### src/rtl/venc_hs_crc16_attach_if.sv
// Bit-serial handshake bundle for the CRC16 attachment unit: upstream message
// bits in (din side) and the message-plus-parity stream out (dout side).
interface venc_hs_crc16_attach_if;
  logic din;
  logic din_vld;
  logic din_last;
  logic din_rdy;
  logic dout;
  logic dout_vld;
  logic dout_last;
  logic dout_rdy;

  modport master (
    output din, din_vld, din_last, dout_rdy,
    input  din_rdy, dout, dout_vld, dout_last
  );

  modport slave (
    input  din, din_vld, din_last, dout_rdy,
    output din_rdy, dout, dout_vld, dout_last
  );
endinterface

### src/rtl/venc_hs_crc16_attach.sv
// Serial CRC16 attach (g = D^16 + D^12 + D^5 + 1): echoes message bits, then appends 16 parity bits MSB first.
// Optional UE-ID parity masking is enabled by defining VENC_HS_CRC16_UEID_EN.
module venc_hs_crc16_attach (
  input  logic                       clk,
  input  logic                       rst_n,
  venc_hs_crc16_attach_if.slave      bus,
`ifdef VENC_HS_CRC16_UEID_EN
  input  logic [15:0]                ue_id,
`endif
  output logic                       busy
);

  typedef enum logic [1:0] {IDLE, DATA, PARITY} state_t;

  localparam logic [15:0] POLY = 16'h1021;

  state_t      state;
  logic [15:0] crc;
  logic [15:0] crc_next;
  logic [15:0] mask;
  logic [3:0]  pcnt;
  logic [3:0]  pidx;
  logic        out_bit;
  logic        out_vld;
  logic        out_last;
  logic        out_free;
  logic        in_xfer;
  logic        fb;
  logic        par_bit;

  // Output register can take a new beat when empty or draining this cycle.
  assign out_free    = !out_vld | bus.dout_rdy;
  assign bus.din_rdy = rst_n & (state != PARITY) & out_free;
  assign in_xfer     = bus.din_vld & bus.din_rdy;

  assign bus.dout      = out_bit;
  assign bus.dout_vld  = out_vld;
  assign bus.dout_last = out_last;
  assign busy          = (state != IDLE);

  assign fb          = crc[15] ^ bus.din;
  assign crc_next[0] = fb;

  genvar gi;
  generate
    for (gi = 1; gi < 16; gi++) begin : g_crc
      assign crc_next[gi] = crc[gi-1] ^ (POLY[gi] & fb);
    end
  endgenerate

  // Bit sent at pcnt=k is crc[15-k]; for a 4-bit counter 15-k == ~k.
  assign pidx    = ~pcnt;
  assign par_bit = crc[pidx] ^ mask[pidx];

`ifdef VENC_HS_CRC16_UEID_EN
  always_ff @(posedge clk or negedge rst_n) begin
    if (!rst_n) begin
      mask <= '0;
    end else if (in_xfer && bus.din_last) begin
      mask <= ue_id;
    end
  end
`else
  assign mask = '0;
`endif

  always_ff @(posedge clk or negedge rst_n) begin
    if (!rst_n) begin
      state    <= IDLE;
      crc      <= '0;
      pcnt     <= '0;
      out_bit  <= 1'b0;
      out_vld  <= 1'b0;
      out_last <= 1'b0;
    end else begin
      unique case (state)
        IDLE, DATA: begin
          if (in_xfer) begin
            crc      <= crc_next;
            out_bit  <= bus.din;
            out_vld  <= 1'b1;
            out_last <= 1'b0;
            state    <= bus.din_last ? PARITY : DATA;
          end else if (bus.dout_rdy) begin
            out_vld <= 1'b0;
          end
        end
        PARITY: begin
          // Once the final parity beat is loaded, hold it until it transfers.
          if (out_vld && out_last) begin
            if (bus.dout_rdy) begin
              out_vld  <= 1'b0;
              out_last <= 1'b0;
              crc      <= '0;
              pcnt     <= '0;
              state    <= IDLE;
            end
          end else if (out_free) begin
            out_bit  <= par_bit;
            out_vld  <= 1'b1;
            out_last <= (pcnt == 4'd15);
            pcnt     <= pcnt + 4'd1;
          end
        end
        default: state <= IDLE;
      endcase
    end
  end

endmodule

### src/flat_wrapper.sv
// flat-port wrapper written by rule: the top's interface ports become plain ports
module venc_hs_crc16_attach_flat 
  (clk, rst_n, busy, bus_din, bus_din_vld, bus_din_last, bus_dout_rdy, bus_din_rdy, bus_dout, bus_dout_vld, bus_dout_last);
  venc_hs_crc16_attach_if bus_i ();
  input  logic clk;
  input  logic rst_n;
  output logic busy;
  input wire logic [$bits(bus_i.din)-1:0] bus_din;
  input wire logic [$bits(bus_i.din_vld)-1:0] bus_din_vld;
  input wire logic [$bits(bus_i.din_last)-1:0] bus_din_last;
  input wire logic [$bits(bus_i.dout_rdy)-1:0] bus_dout_rdy;
  output wire logic [$bits(bus_i.din_rdy)-1:0] bus_din_rdy;
  output wire logic [$bits(bus_i.dout)-1:0] bus_dout;
  output wire logic [$bits(bus_i.dout_vld)-1:0] bus_dout_vld;
  output wire logic [$bits(bus_i.dout_last)-1:0] bus_dout_last;
  assign bus_i.din = bus_din;
  assign bus_i.din_vld = bus_din_vld;
  assign bus_i.din_last = bus_din_last;
  assign bus_i.dout_rdy = bus_dout_rdy;
  assign bus_din_rdy = bus_i.din_rdy;
  assign bus_dout = bus_i.dout;
  assign bus_dout_vld = bus_i.dout_vld;
  assign bus_dout_last = bus_i.dout_last;
  venc_hs_crc16_attach u_core (.clk(clk), .rst_n(rst_n), .bus(bus_i), .busy(busy));
endmodule
### config.mk
export PLATFORM = sky130hd
export DESIGN_NAME = venc_hs_crc16_attach_flat
export DESIGN_NICKNAME = d
export VERILOG_FILES = /design/src/rtl/venc_hs_crc16_attach_if.sv /design/src/rtl/venc_hs_crc16_attach.sv /design/src/flat_wrapper.sv
export SDC_FILE = /design/constraint.sdc
export NUM_CORES = 1
export LEC_CHECK = 0
export CORE_MARGIN = 3
export CORE_UTILIZATION = 45
export DETAILED_ROUTE_END_ITERATION = 10
export GPL_TIMING_DRIVEN = 0
export SETUP_SLACK_MARGIN = 0.3
export SYNTH_ARGS = -nofsm -noshare
export SYNTH_HDL_FRONTEND = slang
export SYNTH_SLANG_ARGS = --single-unit
### constraint.sdc
create_clock -name clk -period 2.9 [get_ports clk]
set_clock_uncertainty 0.2 [all_clocks]
set_input_delay 0.725 -clock clk [delete_from_list [all_inputs] [get_ports clk]]
set_output_delay 0.725 -clock clk [all_outputs]
set_load 0.005 [all_outputs]
==> qor.txt <==
gr ovfl total -> 0
Yosys cell types -> 30
worst min path class -> primary input to asynchronous set/reset pin
outcome -> complete, no violations
GRT Resource Usage Total -> 0.168
buffers added on ports -> 10
placed cell areas -> 1340 um^2
nature of the critical path startpoint -> primary input
Synth Instances -> 102
initial DRC count -> 27
Worst-Margin Slew -> 655 ps
Via density -> 5.85
Die H -> 57.6 um
clk root buf -> clkbuf_4
Mapped Avg Cell Area -> 11.7 um^2
fillers -> 215
area of the multi-input gates -> 548 um^2
Routability Congestion -> 0.754
Period minus WS final -> 2540 ps
core box area -> 2500 um^2
sequential share of the synthesized area -> 0.522
vias in the first global route -> 899
final instance area -> 1400 um^2
share of the synthesized area in the top cell type -> 0.522
Ports -> 11
Worst Path Max Fanout -> 5
Fin. Hold Viols -> 0
DP Cell Count -> 142
Tot Pwr -> 0.00106 W
post-synth net total -> 109
Worst Path Required -> 1980 ps
Initial Util -> 0.479
H-tree level count -> 1
top sig layer -> met4
WL met1 -> 1200 um
routed length per instance -> 16.2 um
die width -> 57.6 um
first-pass GRT wire length -> 4270 um
Layout area overhead -> 16.8%
Rel. slew slack -> 0.563
most frequent cells in the layout -> 25 x dfrtp_1, 14 x a22o_1, 11 x nand2_1, 8 x clkdlybuf4s50_1
total clock buffers created by CTS -> 3
Syn Std Cell Area -> 1200 um^2
most common cell after layout, fill and taps aside -> dfrtp_1
Hold-fix buffers, CTS -> 0
RSZ-0062 raised after global routing -> no
Yosys Warn Count -> 0
Finish-stage setup viols -> 0
top cells by area, synth -> dfrtp_1 52%, a22o_1 10%, mux4_2 9.4%
leak pwr -> 0.634 nW
met3 routed WL -> 100 um
Peak VDD IR -> 0.409 mV
routed vias -> 872
Max Clock Freq -> 393 MHz
Yosys reg bits -> 25
Sequential Area -> 626 um^2
initial antenna violation count -> 0
clk sinks -> 25
clk_lat worst skew -> 310 ps
cell area power density -> 761 nW/um^2
critical path endpoint category -> output pin
share of layout cells above drive strength 1 -> 0.185
HPWL Detailed -> 1690 um
origin of the worst setup path -> bus_dout_rdy
Max Cap Viol -> 0
clock slew at reported path FFs -> 130 ps
DRT Pass-1 Iters -> 4
largest net degree at the start of global routing -> 31
WL met2 -> 1090 um
num rows -> 18
period utilisation layout -> 0.876
CTS tree -> done
worst r2r src -> u_core.pcnt[0]$_DFFE_PN0P_
final net count -> 127
die footprint -> 3320 um^2
critical path type -> primary input to output pin
clock buffer depth -> 2
Antenna Nets Post-Route -> 0
Post-Route WL -> 2410 um
Critical Path AT -> 1620 ps
fin. max-slew vios -> 0
Non-Filler Instances -> 149
Synth area leader -> dfrtp_1
Ant. Diodes -> 0
drt drc -> 0
-- synthesized netlist by cell type --
cell and number:
a21oi_1 2, a22o_1 14, a22oi_1 1, a32oi_1 1, and3_1 3, buf_2 4, clkbuf_1 2, dfrtp_1 25
ha_1 1, inv_1 1, mux2_2 1, mux2i_1 1, mux4_2 5, nand2_1 11, nand2b_1 2, nand3_1 4
nand3b_1 1, nand4_1 2, nor2_1 2, nor2b_1 2, nor3_1 2, nor3_2 1, nor3b_1 1, o21ai_0 4
o21ai_1 1, o22ai_1 2, o2bb2ai_1 1, or2_2 1, or3_1 1, xnor2_1 3
-- state kept, by name, indices dropped and copies added, names as in the netlist --
| register | cells |
|---|---|
| u_core.crc | 16 |
| u_core.pcnt | 4 |
| u_core.state | 2 |
| u_core.bus.dout | 1 |
| u_core.bus.dout_last | 1 |
| u_core.bus.dout_vld | 1 |
-- critical path, cell delays in order --
cell,delay [ps]
buf_2,120
nand2b_4,130
and3_1,150
clkdlybuf4s50_1,490
-- power by group --
part | internal [W] | total [W] | switching (W)
Clock | 0.0000537 | 0.000153 | 0.0000989
Combinational | 0.000219 | 0.000409 | 0.000190
Sequential | 0.000429 | 0.000503 | 0.0000743
-- kinds of logic (layout without fill, tap and decap cells) --
family | after synthesis | in the layout | share of synthesized area
buffers and inverters | 7 | 24 | 0.0261
XOR/XNOR | 3 | 3 | 0.0219
AND/OR/NAND/NOR | 33 | 33 | 0.144
AO/OA/AOI/OAI | 26 | 26 | 0.163
flip-flops | 25 | 25 | 0.522
adder cells (fa/ha/maj) | 1 | 1 | 0.0104
multiplexers | 7 | 7 | 0.112
-- path summary, 6_finish.rpt --
path / end / slack, ps / cells past startpoint
worst max-delay path: bus_din_rdy / 360 / 4
worst min-delay path: u_core.state[0]$_DFFE_PN0P_ / 30 / 1
worst max register to register: u_core.bus.dout$_DFFE_PN0P_ / 840 / 5
worst min register to register: u_core.crc[12]$_DFFE_PN0P_ / 310 / 2
max in group asynchronous: u_core.pcnt[0]$_DFFE_PN0P_ / 2290 / 1
min in group clk: u_core.crc[12]$_DFFE_PN0P_ / 310 / 2
-- routing by layer --
layer,vias to the layer above,global-route usage
met5,-,0
met4,0,0.0596
met3,2,0.0271
met2,18,0.258
met1,435,0.242
li1,417,-
-- repair_timing --
action	in CTS	in global routing
setup buffers	3	0
pin swaps	0	0
setup endpoints to repair	20	1
resized for setup	15	3
-- metrics by stage --
stage | setup TNS, ps | hold slack, ps | util | setup WS [ps]
2_1_floorplan | 0 | 229 | - | 837
3_3_place_gp | -9020 | 282 | 0.534 | -878
3_5_place_dp | -10420 | 283 | 0.534 | -924
4_1_cts | 0 | 46.7 | 0.557 | 305
5_1_grt | 0 | 11.8 | 0.560 | 310
6_report | 0 | 27.8 | 0.560 | 358
-- cell type report --
class                   count  share of cell area
flip-flops and latches     25               0.447
multi-input cells          70               0.392
repair buffers             13              0.0877
well taps                  30              0.0268
plain buffers               6              0.0250
clock buffers               4              0.0188
inverters                   1             0.00268
Power figures use the tool's default switching activity.
